### src/rtl/bp_me_pkg.sv
// Shared types and default widths for the memory-engine command arbiter.
package bp_me_pkg;

  localparam int mem_header_width_lp  = 64;
  localparam int bedrock_data_width_p = 64;

  typedef enum logic [0:0] {
    e_arb_idle = 1'b0,
    e_arb_lock = 1'b1
  } bp_me_arb_state_e;

endpackage

### src/rtl/bsg_arb_round_robin.sv
// Round-robin selector; the priority pointer only moves when a burst completes.
module bsg_arb_round_robin #(
  parameter int num_req_p    = 2,
  parameter int ptr_width_lp = $clog2(num_req_p)
) (
  input  logic                    clk_i,
  input  logic                    reset_n_i,
  input  logic [num_req_p-1:0]    reqs_i,
  output logic [num_req_p-1:0]    grants_o,
  input  logic                    update_v_i,
  input  logic [ptr_width_lp-1:0] update_idx_i
);

  logic [ptr_width_lp-1:0] ptr_q, ptr_d;
  logic [ptr_width_lp-1:0] idx;
  logic                    found;

  // Scan from the pointer upward, wrapping, and take the first valid requester.
  always_comb begin
    grants_o = '0;
    found    = 1'b0;
    idx      = '0;
    for (int i = 0; i < num_req_p; i++) begin
      idx = ptr_width_lp'((int'(ptr_q) + i) % num_req_p);
      if (!found && reqs_i[idx]) begin
        grants_o[idx] = 1'b1;
        found         = 1'b1;
      end
    end
  end

  always_comb begin
    ptr_d = ptr_q;
    if (update_v_i) begin
      ptr_d = (update_idx_i == ptr_width_lp'(num_req_p - 1)) ? '0
                                                              : update_idx_i + ptr_width_lp'(1);
    end
  end

  always_ff @(posedge clk_i or negedge reset_n_i) begin
    if (!reset_n_i) ptr_q <= '0;
    else            ptr_q <= ptr_d;
  end

endmodule

### src/rtl/bsg_mux_one_hot.sv
// AND-OR one-hot mux; an all-zero select yields an all-zero output.
module bsg_mux_one_hot #(
  parameter int width_p = 8,
  parameter int els_p   = 2
) (
  input  logic [els_p*width_p-1:0] data_i,
  input  logic [els_p-1:0]         sel_one_hot_i,
  output logic [width_p-1:0]       data_o
);

  always_comb begin
    data_o = '0;
    for (int i = 0; i < els_p; i++) begin
      data_o = data_o | (data_i[i*width_p +: width_p] & {width_p{sel_one_hot_i[i]}});
    end
  end

endmodule

### src/rtl/bp_me_mem_cmd_burst_arb.sv
// Burst-locking arbiter: several requesters share one CCE-MEM command channel.
// Handshake: a beat transfers when mem_cmd_v_o && mem_cmd_ready_and_i; once offered, a beat is held until taken.
module bp_me_mem_cmd_burst_arb
  import bp_me_pkg::*;
#(
  parameter int num_req_p      = 2,
  parameter int header_width_p = mem_header_width_lp,
  parameter int data_width_p   = bedrock_data_width_p,
  parameter int max_beats_p    = 8
) (
  input  logic                                clk_i,
  input  logic                                reset_n_i,
  input  logic [num_req_p*header_width_p-1:0] req_header_i,
  input  logic [num_req_p*data_width_p-1:0]   req_data_i,
  input  logic [num_req_p-1:0]                req_v_i,
  input  logic [num_req_p-1:0]                req_last_i,
  output logic [num_req_p-1:0]                req_ready_and_o,
  output logic [header_width_p-1:0]           mem_cmd_header_o,
  output logic [data_width_p-1:0]             mem_cmd_data_o,
  output logic                                mem_cmd_v_o,
  output logic                                mem_cmd_last_o,
  input  logic                                mem_cmd_ready_and_i,
  output logic [num_req_p-1:0]                grant_o,
  output logic                                err_o
);

  localparam int ptr_width_lp  = $clog2(num_req_p);
  localparam int cnt_width_lp  = $clog2(max_beats_p + 1);
  localparam int beat_width_lp = header_width_p + data_width_p + 2;

  bp_me_arb_state_e        state_q, state_d;
  logic [num_req_p-1:0]    lock_grant_q, lock_grant_d;
  logic [cnt_width_lp-1:0] cnt_q, cnt_d;
  logic                    err_q, err_d;

  logic [num_req_p-1:0]               rr_grant, grant;
  logic [ptr_width_lp-1:0]            grant_idx;
  logic                               ptr_update;
  logic                               hs;
  logic [num_req_p*beat_width_lp-1:0] mux_in;
  logic [beat_width_lp-1:0]           mux_out;

  bsg_arb_round_robin #(.num_req_p(num_req_p)) rr (
    .clk_i       (clk_i),
    .reset_n_i   (reset_n_i),
    .reqs_i      (req_v_i),
    .grants_o    (rr_grant),
    .update_v_i  (ptr_update),
    .update_idx_i(grant_idx)
  );

  assign grant = (state_q == e_arb_idle) ? rr_grant : lock_grant_q;

  always_comb begin
    mux_in = '0;
    for (int i = 0; i < num_req_p; i++) begin
      mux_in[i*beat_width_lp +: beat_width_lp] = {req_header_i[i*header_width_p +: header_width_p],
                                                  req_data_i[i*data_width_p +: data_width_p],
                                                  req_v_i[i], req_last_i[i]};
    end
  end

  bsg_mux_one_hot #(.width_p(beat_width_lp), .els_p(num_req_p)) out_mux (
    .data_i       (mux_in),
    .sel_one_hot_i(grant),
    .data_o       (mux_out)
  );

  assign {mem_cmd_header_o, mem_cmd_data_o, mem_cmd_v_o, mem_cmd_last_o} = mux_out;
  assign req_ready_and_o = grant & {num_req_p{mem_cmd_ready_and_i}};
  assign grant_o         = grant;
  assign err_o           = err_q;
  assign hs              = mem_cmd_v_o & mem_cmd_ready_and_i;

  always_comb begin
    grant_idx = '0;
    for (int i = 0; i < num_req_p; i++) begin
      if (grant[i]) grant_idx = ptr_width_lp'(i);
    end
  end

  // A stalled first beat still locks, so an offered beat can never be reassigned.
  always_comb begin
    state_d      = state_q;
    lock_grant_d = lock_grant_q;
    cnt_d        = cnt_q;
    err_d        = err_q;
    ptr_update   = 1'b0;
    if (hs && !mem_cmd_last_o && (cnt_q == cnt_width_lp'(max_beats_p - 1))) err_d = 1'b1;
    case (state_q)
      e_arb_idle: begin
        if (|grant) begin
          if (hs && mem_cmd_last_o) begin
            ptr_update = 1'b1;
          end else begin
            state_d      = e_arb_lock;
            lock_grant_d = grant;
            cnt_d        = hs ? cnt_width_lp'(1) : '0;
          end
        end
      end
      e_arb_lock: begin
        if (hs && mem_cmd_last_o) begin
          state_d      = e_arb_idle;
          lock_grant_d = '0;
          cnt_d        = '0;
          ptr_update   = 1'b1;
        end else if (hs && (cnt_q != cnt_width_lp'(max_beats_p))) begin
          cnt_d = cnt_q + cnt_width_lp'(1);
        end
      end
      default: state_d = e_arb_idle;
    endcase
  end

  always_ff @(posedge clk_i or negedge reset_n_i) begin
    if (!reset_n_i) begin
      state_q      <= e_arb_idle;
      lock_grant_q <= '0;
      cnt_q        <= '0;
      err_q        <= 1'b0;
    end else begin
      state_q      <= state_d;
      lock_grant_q <= lock_grant_d;
      cnt_q        <= cnt_d;
      err_q        <= err_d;
    end
  end

endmodule

### config.mk
export PLATFORM = sky130hd
export DESIGN_NAME = bp_me_mem_cmd_burst_arb
export DESIGN_NICKNAME = d
export VERILOG_FILES = /design/src/rtl/bp_me_pkg.sv /design/src/rtl/bsg_arb_round_robin.sv /design/src/rtl/bsg_mux_one_hot.sv /design/src/rtl/bp_me_mem_cmd_burst_arb.sv
export SDC_FILE = /design/constraint.sdc
export NUM_CORES = 1
export LEC_CHECK = 0
export ABC_CLOCK_PERIOD_IN_PS = 2970
export BUFFER_PORTS_ARGS = -buffer_cell sky130_fd_sc_hd__buf_2
export CAP_MARGIN = 5
export CORE_AREA = 5 5 153 155
export DETAILED_ROUTE_END_ITERATION = 8
export DIE_AREA = 0 0 158 160
export RECOVER_POWER = 25
export SETUP_SLACK_MARGIN = 0.15
export SLEW_MARGIN = 10
export SYNTH_ARGS = -nofsm -noshare
export SYNTH_HDL_FRONTEND = slang
export SYNTH_SLANG_ARGS = --single-unit
### constraint.sdc
create_clock -name clk_i -period 2.97 [get_ports clk_i]
set_input_delay 0.4455 -clock clk_i [delete_from_list [all_inputs] [get_ports clk_i]]
set_output_delay 0.4455 -clock clk_i [all_outputs]
set_load 0.005 [all_outputs]
==> flow_summary_export.csv, run 1 <==
group,metric,value,unit
drt,drtIter0Drc,302,
drt,drt-pass1-iter-count,4,
drt,detail_route.wl_per_cell,18.3,um
outcome,outcome,"finished clean",
sta,min_period,2.53,ns
logic_synthesis,yosysSeqAreaShare,11.9,%
global_route,antenna_found_initial,9,
clock_tree,cts_setup_buffers,0,
floorplan,core_area,0.0217,sq mm
pwr,total_power,3.34,mW
sta,fin_tns_setup,0,ns
drt,routed_via_density,4.13,
drt,route.detailed.drc,0,
clock_tree,cts_tree,"done",
global_route,grt_pass1_vias,3339,
clock_tree,clock_path_buffers,2,
logic_synthesis,syn_nets,494,
drt,routed_wl,16200,um
pwr,worst_ir_drop_vdd,507,uV
layout,multi_input_comb_area,0.00151,sq mm
logic_synthesis,yosys.cell_types.count,32,
sta,finalSetupViolations,0,
logic_synthesis,synth.area.top_cells,"a22o_1 (59%), dfrtp_1 (12%), buf_2 (5.3%)",
worst_hold_path,hold_path.class,"primary input to async pin",
clock_tree,cts_resized,0,
clock_tree,cts_buffers,3,
pwr,power_density,791,mW/mm^2
sta,rsz0062_at_grt,"no",
layout,num_antenna_cells,0,
floorplan,die_w,158,um
global_route,gr-total-overflow,0,
drt,ant_nets,0,
floorplan,dieArea,0.0253,sq mm
clock_tree,ctsRootBufferMaster,"clkbuf_16",
sta,slew_headroom,63.2,%
layout,fillers,2491,
layout,final_cell_mix,"buf_2 (381), a22o_1 (129), clkbuf_1 (16)",
layout,layout_commonest_cell,"buf_2",
layout,final_nets,868,
sta,setup_slack,0.441,ns
logic_synthesis,synthesis.area,0.00190,sq mm
setup_path,crit_arrival,2.67,ns
floorplan,start_util,8.74,%
sta,post-route-period-util,85.2,%
global_route,grt_pass1_wl,20900,um
placement,place_hpwl,14300,um
logic_synthesis,synth-seq-cells,9,
drt,dr_total_vias,3639,
setup_path,critical_path_required,3.11,ns
placement,io_buffers,397,
floorplan,die_h,160,um
pwr,power_leakage,2.45,nW
clock_tree,clock_latency,0.23,ns
logic_synthesis,synth_top_area_share,59.1,%
logic_synthesis,yosys.area.top_type,"a22o_1",
layout,synthToLayoutAreaGrowth,123,%
floorplan,rows,54,
clock_tree,clkTransAtPathRegs,0.04,ns
layout,layout-drive-gt1-share,65.9,%
sta,max_clock_freq,395,MHz
global_route,grt_max_degree,79,
run,maxCapViolCount,0,
sta,fin_worst_skew,0.00162,ns
setup_path,crit_fanout,78,
sta,hold_viol,0,
placement,dp_slack,0.670,ns
clock_tree,ctsHtreeMaxLevel,1,
layout,seq_area,225,sq um
setup_path,criticalPathCategory,"flop to flop",
placement,gp_congestion,0.898,
floorplan,num_io_pins,398,
sta,slew_violations,0,
logic_synthesis,netlist_instances,229,
clock_tree,cts_sinks,9,
global_route,grtUsageTotal,10.8,%
setup_path,cp-start-kind,"flop",
sta,worstMarginPinSlew,0.553,ns
setup_path,end_kind,"flop",
logic_synthesis,ys_warn_count,0,
clock_tree,hold_buffers,0,
logic_synthesis,syn_avg_cell_area,8.28,sq um
per-layer routing:
metal | routed length [um] | vias up | share of wire (%) | global-route usage, %
li1 | - | 1700 | - | -
met1 | 6080 | 1683 | 38 | 13.2
met2 | 7730 | 228 | 48 | 18.8
met3 | 2240 | 16 | 14 | 4.25
met4 | 46 | 12 | 0.28 | 0.427
met5 | 68 | - | 0.42 | 0
final timing paths:
kind	startpoint	endpoint	slack, ns	depth (start not counted)
setup / recovery	state_q	cnt_q[0]	0.44	7
min in group clk_i	err_o	err_o	0.50	1
hold reg to reg	err_o	err_o	0.50	1
setup reg to reg	state_q	cnt_q[0]	0.44	7
max in group asynchronous	reset_n_i	state_q	2.46	1
hold / removal	reset_n_i	err_o	0.16	1
stage by stage:
step | cells | hold WS (ns) | utilization (%) | area [sq um]
finish | 882 | 0.163 | 19.5 | 4220
floorplan | 229 | 0.150 | - | 1900
global route | 882 | 0.193 | 19.5 | 4220
global placement | 878 | 0.306 | 19.2 | 4170
detailed placement | 878 | 0.316 | 19.2 | 4170
CTS | 882 | 0.0652 | 19.6 | 4250
where the power goes:
part           internal [mW]  switching [mW]  total [mW]
Clock                  0.179          0.0585       0.238
Sequential             0.172          0.0657       0.237
Combinational           1.42            1.45        2.87
state kept, by name, summed over array words and instances, names as in the netlist:
signal,flops
rr.ptr_q,1
lock_grant_q,2
state_q,1
err_o,1
cnt_q,4
cell usage after synthesis:
cell	n
a31oi_1	1
a21bo_2	1
buf_4	2
nand4_1	1
o21ai_1	1
nor3b_1	2
inv_1	4
a22o_1	128
o31ai_1	1
a22oi_1	3
nor2_1	4
a22o_4	1
o32ai_2	2
clkbuf_1	8
ha_1	2
o22ai_1	1
dfrtp_1	9
xnor2_1	2
buf_1	2
nand2_1	11
nor2b_1	1
nand2b_1	1
nand3_1	1
o21ai_0	5
a21oi_1	6
o21ai_4	1
buf_2	20
a21boi_2	1
o21bai_1	1
a31o_2	2
and2_1	3
mux2i_1	1
logic make-up after synthesis:
| family | after synthesis | share of synthesized area [%] |
|---|---|---|
| compound gates | 155 | 70.5 |
| buf+inv | 36 | 8.84 |
| simple gates | 24 | 6.01 |
| flops | 9 | 11.9 |
| xor+xnor | 2 | 0.924 |
| fa+ha+maj | 2 | 1.32 |
| mux | 1 | 0.528 |
critical path, stage by stage (launching register included):
cell      delay (ns)
dfrtp_1         0.57
nand2b_1        0.28
o21ai_4         0.20
buf_12          0.31
a22o_1          0.31
and2_0          0.39
nor2_1          0.14
o32ai_2         0.22
area by class of cell:
class / count / area share (%)
multi-input cells: 184 / 35.6
flip-flops and latches: 9 / 5.33
well taps: 280 / 8.30
inverters: 4 / 0.356
clock buffers: 4 / 1.87
repair buffers: 401 / 48.5
No activity file was read; power rests on OpenSTA's default activity.
==> inputs of run 2 (changes only) <==
--- a/config.mk
+++ b/config.mk
@@ -8,12 +8,13 @@
 export ABC_CLOCK_PERIOD_IN_PS = 2970
 export BUFFER_PORTS_ARGS = -buffer_cell sky130_fd_sc_hd__buf_2
 export CAP_MARGIN = 5
-export CORE_AREA = 5 5 153 155
+export CORE_AREA = 5 5 150 152
 export DETAILED_ROUTE_END_ITERATION = 8
-export DIE_AREA = 0 0 158 160
+export DIE_AREA = 0 0 155 157
 export RECOVER_POWER = 25
 export SETUP_SLACK_MARGIN = 0.15
 export SLEW_MARGIN = 10
 export SYNTH_ARGS = -nofsm -noshare
 export SYNTH_HDL_FRONTEND = slang
+export SYNTH_HIERARCHICAL = 1
 export SYNTH_SLANG_ARGS = --single-unit
==> run 2 against run 1 <==
- core utilization grew 0.42 points
- critical path depth is 2 lower
- register-to-register slack hardly changed
- final cell count fell by 1.5%
- synthesized cell count is 4.8% lower
- total power grew 5.9%
- flip-flop and latch count stayed put
- combinational power rose by 8.0%
- maximum frequency down 3.5%
- clock skew is 0.00087 ns lower
- clock power hardly changed
- first-iteration DRC count decreased by 24%
- critical path type is now flop to primary output
- largest cell class unchanged
- largest power group unchanged
- highest routed layer is now met4
==> flow_summary_export.csv, run 2 <==
group,metric,value,unit
drt,route.detailed.drc,0,
logic_synthesis,yosysMostFrequentCell,"a22o_1",
layout,stdcell_area,0.00416,sq mm
sta,post-route-period-util,88.3,%
logic_synthesis,synth-seq-cells,9,
drt,routed_via_density,4.12,
sta,setup_slack,0.349,ns
clock_tree,clkTransAtPathRegs,0.04,ns
logic_synthesis,yosysSeqAreaShare,12.2,%
sta,max_clock_freq,382,MHz
floorplan,core_area,0.0209,sq mm
logic_synthesis,syn_nets,483,
floorplan,dieArea,0.0243,sq mm
sta,holdWs,0.147,ns
sta,hold_viol,0,
logic_synthesis,yosys.cell_types.count,31,
global_route,gr-total-overflow,0,
logic_synthesis,syn_avg_cell_area,8.44,sq um
floorplan,num_io_pins,398,
placement,place_hpwl,13300,um
clock_tree,clock_latency,0.23,ns
global_route,grt_pass1_wl,20500,um
setup_path,crit_fanout,73,
layout,max_flop_register,"cnt_q",
drt,dr_total_vias,3578,
logic_synthesis,synthArstFlopShare,100,%
global_route,grt_max_degree,74,
logic_synthesis,synth_top_area_share,61.9,%
layout,multi_input_comb_area,0.00144,sq mm
layout,final_nets,858,
logic_synthesis,yosys.area.top_type,"a22o_1",
worst_hold_path,hold_path.class,"primary input to async pin",
drt,ant_nets,0,
drt,detail_route.wl_per_cell,17.5,um
floorplan,die_w,155,um
layout,fillers,2413,
placement,io_buffers,397,
logic_synthesis,synth.area.top_cells,"a22o_1 (62%), dfrtp_1 (12%), buf_2 (7.1%)",
setup_path,end_kind,"primary output",
placement,gp_congestion,0.765,
layout,seq_area,225,sq um
drt,drtIter0Drc,229,
clock_tree,cts_sinks,9,
clock_tree,clock_path_buffers,2,
clock_tree,cts_resized,0,
setup_path,r2r-end,"cnt_q[3]",
clock_tree,cts_buffers,3,
sta,worstMarginPinSlew,0.521,ns
run,maxCapViolCount,0,
floorplan,start_util,8.81,%
sta,rsz0062_at_grt,"no",
clock_tree,cts_tree,"done",
sta,finalSetupViolations,0,
logic_synthesis,synth-edff-count,0,
clock_tree,hold_buffers,0,
sta,fin_tns_setup,0,ns
logic_synthesis,ys_warn_count,6,
placement,dp_slack,0.458,ns
outcome,outcome,"finished clean",
placement,placed_area,0.00410,sq mm
layout,synthToLayoutAreaGrowth,126,%
setup_path,crit_arrival,2.18,ns
logic_synthesis,synthesis.area,0.00184,sq mm
layout,final_cell_mix,"buf_2 (384), a22o_1 (130), clkbuf_1 (14)",
sta,min_period,2.62,ns
layout,top_regs,"cnt_q x4, lock_grant_q x2",
pwr,power_leakage,2.45,nW
pwr,power_density,852,mW/mm^2
global_route,antenna_found_initial,2,
floorplan,die_h,157,um
logic_synthesis,synth_common_cells,"a22o_1 (130), buf_2 (26), dfrtp_1 (9)",
setup_path,worstSetupStartpoint,"rr/ptr_q",
setup_path,criticalPathCategory,"flop to primary output",
logic_synthesis,netlist_instances,218,
pwr,worst_ir_drop_vdd,960,uV
layout,layout_commonest_cell,"buf_2",
clock_tree,ctsHtreeMaxLevel,1,
clock_tree,cts_setup_buffers,0,
sta,slew_headroom,65.0,%
logic_synthesis,synth_ff_type,"dfrtp_1",
setup_path,critPathCapture,"mem_cmd_data_o[50]",
setup_path,r2r_cells,9,
setup_path,rr_startpoint,"rr/ptr_q",
setup_path,r2r_slack,0.45,ns
setup_path,cp-start-kind,"flop",
sta,slew_violations,0,
global_route,grtUsageTotal,10.7,%
drt,drt-pass1-iter-count,4,
clock_tree,ctsRootBufferMaster,"clkbuf_16",
drt,routed_wl,15200,um
layout,layout-drive-gt1-share,66.4,%
setup_path,critical_path_required,2.52,ns
global_route,grt_pass1_vias,3501,
floorplan,rows,53,
sta,fin_worst_skew,0.000757,ns
layout,largest_reg_flops,4,
==> run 2: worst max-delay path, cell delays in order, from the launching register on <==
cell,delay [ns]
dfrtp_1,0.37
a21boi_0,0.45
mux2_1,0.37
buf_12,0.29
a22o_1,0.25
buf_2,0.14
==> run 2: final cells by class <==
type | instances | share of cell area [%]
multi-input combinational | 174 | 34.6
inverter | 4 | 0.361
clock buffer | 4 | 1.90
tap | 275 | 8.28
antenna | 2 | 0.120
timing repair buffer | 401 | 49.4
sequential | 9 | 5.42
==> run 2: through the flow <==
step / util [%] / total power [mW] / std cells
3_3_place_gp: 19.6 / 3.34 / 863
4_1_cts: 20.0 / 3.62 / 867
2_1_floorplan: - / 1.92 / 218
6_report: 19.9 / 3.54 / 869
3_5_place_dp: 19.6 / 3.37 / 863
5_1_grt: 19.9 / 3.85 / 869
==> run 2: cells by family (layout without fill, tap and decap cells) <==
logic type	Yosys count	in the layout	synth area share, %
AO/OA/AOI/OAI	150	150	69.6
multiplexers	4	4	2.31
other	0	2	0
adder cells (fa/ha/maj)	2	2	1.36
flip-flops	9	9	12.2
AND/OR/NAND/NOR	18	18	4.76
buffers and inverters	35	409	9.72
==> run 2: report_power, final <==
group | switching (mW) | total (mW) | internal, mW
logic | 1.59 | 3.10 | 1.51
registers | 0.0422 | 0.204 | 0.162
clock network | 0.0584 | 0.238 | 0.179
==> run 2: how the worst min path moves through the flow <==
stage | startpoint | to | slack (ns) | cells after the start
6_report | reset_n_i | cnt_q[2] | 0.15 | 1
3_5_place_dp | reset_n_i | err_o | 0.31 | 1
4_1_cts | reset_n_i | err_o | 0.06 | 1
2_1_floorplan | reset_n_i | cnt_q[0] | 0.15 | 0
5_1_grt | reset_n_i | cnt_q[1] | 0.20 | 1
3_3_place_gp | reset_n_i | err_o | 0.31 | 1
==> run 2: metal layers <==
metal | track usage (%) | share of wire (%)
met1 | 13.5 | 39
met2 | 19.1 | 51
met3 | 1.81 | 8.4
met4 | 2.61 | 1.9
met5 | 0 | 0
==> inputs of run 3 (changes only) <==
--- a/config.mk
+++ b/config.mk
@@ -5,12 +5,12 @@
 export SDC_FILE = /design/constraint.sdc
 export NUM_CORES = 1
 export LEC_CHECK = 0
-export ABC_CLOCK_PERIOD_IN_PS = 2970
+export ABC_AREA = 1
 export BUFFER_PORTS_ARGS = -buffer_cell sky130_fd_sc_hd__buf_2
 export CAP_MARGIN = 5
-export CORE_AREA = 5 5 150 152
+export CORE_AREA = 5 5 152 154
 export DETAILED_ROUTE_END_ITERATION = 8
-export DIE_AREA = 0 0 155 157
+export DIE_AREA = 0 0 157 159
 export RECOVER_POWER = 25
 export SETUP_SLACK_MARGIN = 0.15
 export SLEW_MARGIN = 10
==> run 3 against run 2 <==
- sequential share of layout area shrank 0.46 points
- sequential power increased by 18%
- largest cell class unchanged
- largest power group unchanged
- cell area increased by 9.4%
- first-iteration DRC count is 28% higher
- register-to-register slack gained 0.02 ns
- critical endpoint is now mem_cmd_v_o
==> flow_summary_export.csv, run 3 <==
group,metric,value,unit
outcome,outcome,"finished clean",
worst_hold_path,hold_path.class,"primary input to async pin",
floorplan,core_area,0.0216,sq mm
setup_path,critPathSlowestCell,"a21boi_0",
setup_path,critical_path_required,2.52,ns
layout,max_flop_register,"cnt_q",
drt,routed_via_density,3.62,
setup_path,end_kind,"primary output",
sta,fin_tns_setup,0,ns
logic_synthesis,ys_warn_count,6,
placement,io_buffers,397,
placement,placed_area,0.00449,sq mm
layout,largest_reg_flops,4,
layout,final_nets,1142,
pwr,power_density,721,mW/mm^2
pwr,power_leakage,3.13,nW
setup_path,path_common_cell,"nand2_1",
logic_synthesis,synth-edff-count,0,
sta,fin_worst_skew,0.00327,ns
pwr,power.share.clock,7.2,%
pwr,p_int,1.52,mW
pwr,swShare,53.7,%
drt,route.detailed.drc,0,
logic_synthesis,netlist_instances,501,
sta,hold_viol,0,
global_route,grt_pass1_vias,3997,
setup_path,crit_arrival,2.19,ns
logic_synthesis,synth-seq-cells,9,
layout,fillers,2554,
sta,min_period,2.64,ns
clock_tree,hold_buffers,0,
floorplan,die_w,157,um
global_route,grt_max_degree,71,
clock_tree,cts_sinks,9,
setup_path,crit_fanout,67,
logic_synthesis,yosys.area.top_type,"nand2_1",
clock_tree,ctsHtreeMaxLevel,1,
clock_tree,cts_resized,0,
floorplan,start_util,10.7,%
drt,detail_route.wl_per_cell,12.4,um
pwr,p_seq_share,7.3,%
drt,ant_nets,0,
clock_tree,cts_buffers,3,
pwr,p_sw,1.76,mW
layout,final_cell_mix,"nand2_1 (411), buf_2 (381), clkbuf_1 (17)",
pwr,combPwrFrac,85.5,%
logic_synthesis,syn_avg_cell_area,4.62,sq um
logic_synthesis,synth_top_area_share,66.7,%
clock_tree,ctsRootBufferMaster,"clkbuf_16",
setup_path,crit_path_cell_trace,"a21boi_0 > inv_1 > nor2_1 > a21oi_1 > clkinvlp_2 > buf_12 > nand2_1 > nand2_1 > buf_2",
pwr,worst_ir_drop_vdd,601,uV
placement,place_hpwl,12400,um
sta,slew_violations,0,
clock_tree,cts_tree,"done",
layout,layout-drive-gt1-share,45.4,%
clock_tree,clock_path_buffers,2,
logic_synthesis,syn_nets,766,
sta,slew_headroom,67.2,%
sta,max_clock_freq,379,MHz
setup_path,slowest_delay,0.42,ns
pwr,total_power,3.28,mW
drt,drtIter0Drc,293,
global_route,antenna_found_initial,1,
logic_synthesis,synthesis.area,0.00231,sq mm
logic_synthesis,synth_common_cells,"nand2_1 (411), inv_1 (15), buf_4 (12)",
layout,synthToLayoutAreaGrowth,96.4,%
sta,finalSetupViolations,0,
sta,worstMarginPinSlew,0.492,ns
logic_synthesis,yosysMostFrequentCell,"nand2_1",
layout,layout_commonest_cell,"nand2_1",
drt,routed_wl,14300,um
floorplan,num_io_pins,398,
clock_tree,clkTransAtPathRegs,0.04,ns
logic_synthesis,synthArstFlopShare,100,%
floorplan,rows,54,
global_route,gr-total-overflow,0,
sta,rsz0062_at_grt,"no",
global_route,grt_pass1_wl,20800,um
run,maxCapViolCount,0,
layout,stdcell_area,0.00454,sq mm
placement,gp_congestion,0.842,
setup_path,rr_startpoint,"rr/ptr_q",
global_route,grtUsageTotal,10.1,%
setup_path,worstSetupStartpoint,"rr/ptr_q",
floorplan,die_h,159,um
setup_path,criticalPathCategory,"flop to primary output",
drt,drt-pass1-iter-count,4,
logic_synthesis,synth.area.top_cells,"nand2_1 (67%), dfrtp_1 (9.7%), buf_6 (5.4%)",
sta,post-route-period-util,88.8,%
logic_synthesis,synth_ff_type,"dfrtp_1",
logic_synthesis,yosys.cell_types.count,24,
clock_tree,clock_latency,0.23,ns
layout,top_regs,"cnt_q x4, lock_grant_q x2",
setup_path,cp-start-kind,"flop",
clock_tree,cts_setup_buffers,0,
logic_synthesis,yosysSeqAreaShare,9.73,%
sta,holdWs,0.145,ns
drt,dr_total_vias,4191,
floorplan,dieArea,0.0250,sq mm
==> run 3: changes by cell type in the layout (fill, tap and decap cells not counted), sizes merged, moves of 2 or more <==
cell,previous run,this run
a22o,130,0
a31oi,2,0
a32o,3,0
and2,3,0
buf,388,385
clkbuf,17,20
inv,4,15
mux2,2,0
mux2i,2,0
nand2,7,414
nand3,1,7
nor2,3,12
o21ai,3,1
==> run 3: metrics by stage <==
stage          util (%)  worst slack, ns  cells
4_1_cts            21.2            0.371   1156
3_3_place_gp       20.8            0.422   1152
5_1_grt            21.1            0.127   1157
6_report           21.1            0.332   1157
2_1_floorplan         -            0.805    501
3_5_place_dp       20.8            0.361   1152
==> run 3: path summary, 6_finish.rpt <==
| path | end | slack (ns) | cells after the start |
|---|---|---|---|
| min in group clk_i | err_o | 0.47 | 1 |
| hold / removal | err_o | 0.15 | 1 |
| setup reg to reg | lock_grant_q[1] | 0.47 | 14 |
| hold reg to reg | err_o | 0.47 | 1 |
| max in group asynchronous | state_q | 2.49 | 1 |
| setup / recovery | mem_cmd_v_o | 0.33 | 9 |
==> run 3: area by class of cell <==
type / instances / area (sq um) / share of cell area, %
multi-input combinational: 446 / 1780 / 39.1
clock buffer: 4 / 78.8 / 1.73
timing repair buffer: 401 / 2050 / 45.0
sequential: 9 / 225 / 4.96
tap: 280 / 350 / 7.71
inverter: 16 / 63.8 / 1.40
antenna: 1 / 2.50 / 0.0551
==> run 3: cells by family after synthesis <==
logic type / share of synthesized area [%]
adders and majority gates: 1.08
buffers and inverters: 13.4
xor gates and xnor gates: 0.379
DFF: 9.74
and+or+nand+nor: 73.9
AOI/OAI and AO/OA: 1.57
==> run 3: critical path, delay by kind of cell, from the launching register on <==
kind / cells / cell delay, ns
compound gates: 2 / 0.51
buf+inv: 4 / 0.68
simple gates: 3 / 0.37
flops: 1 / 0.39
==> run 3: power groups by stage <==
stage               clock, mW  sequential (mW)  combinational, mW
global route            0.247            0.254               3.19
detailed placement          0            0.240               2.89
global placement            0            0.237               2.88
CTS                     0.240            0.239               2.90
floorplan                   0            0.214               1.67
finish                  0.237            0.240               2.80
==> run 3: layer usage <==
| metal | vias up | routed length [um] | GRT usage, % |
|---|---|---|---|
| met5 | - | 0 | 0 |
| met4 | 0 | 91 | 1.34 |
| met3 | 8 | 1230 | 1.11 |
| met2 | 204 | 7420 | 19.3 |
| met1 | 1752 | 5570 | 12.2 |
| li1 | 2227 | - | - |
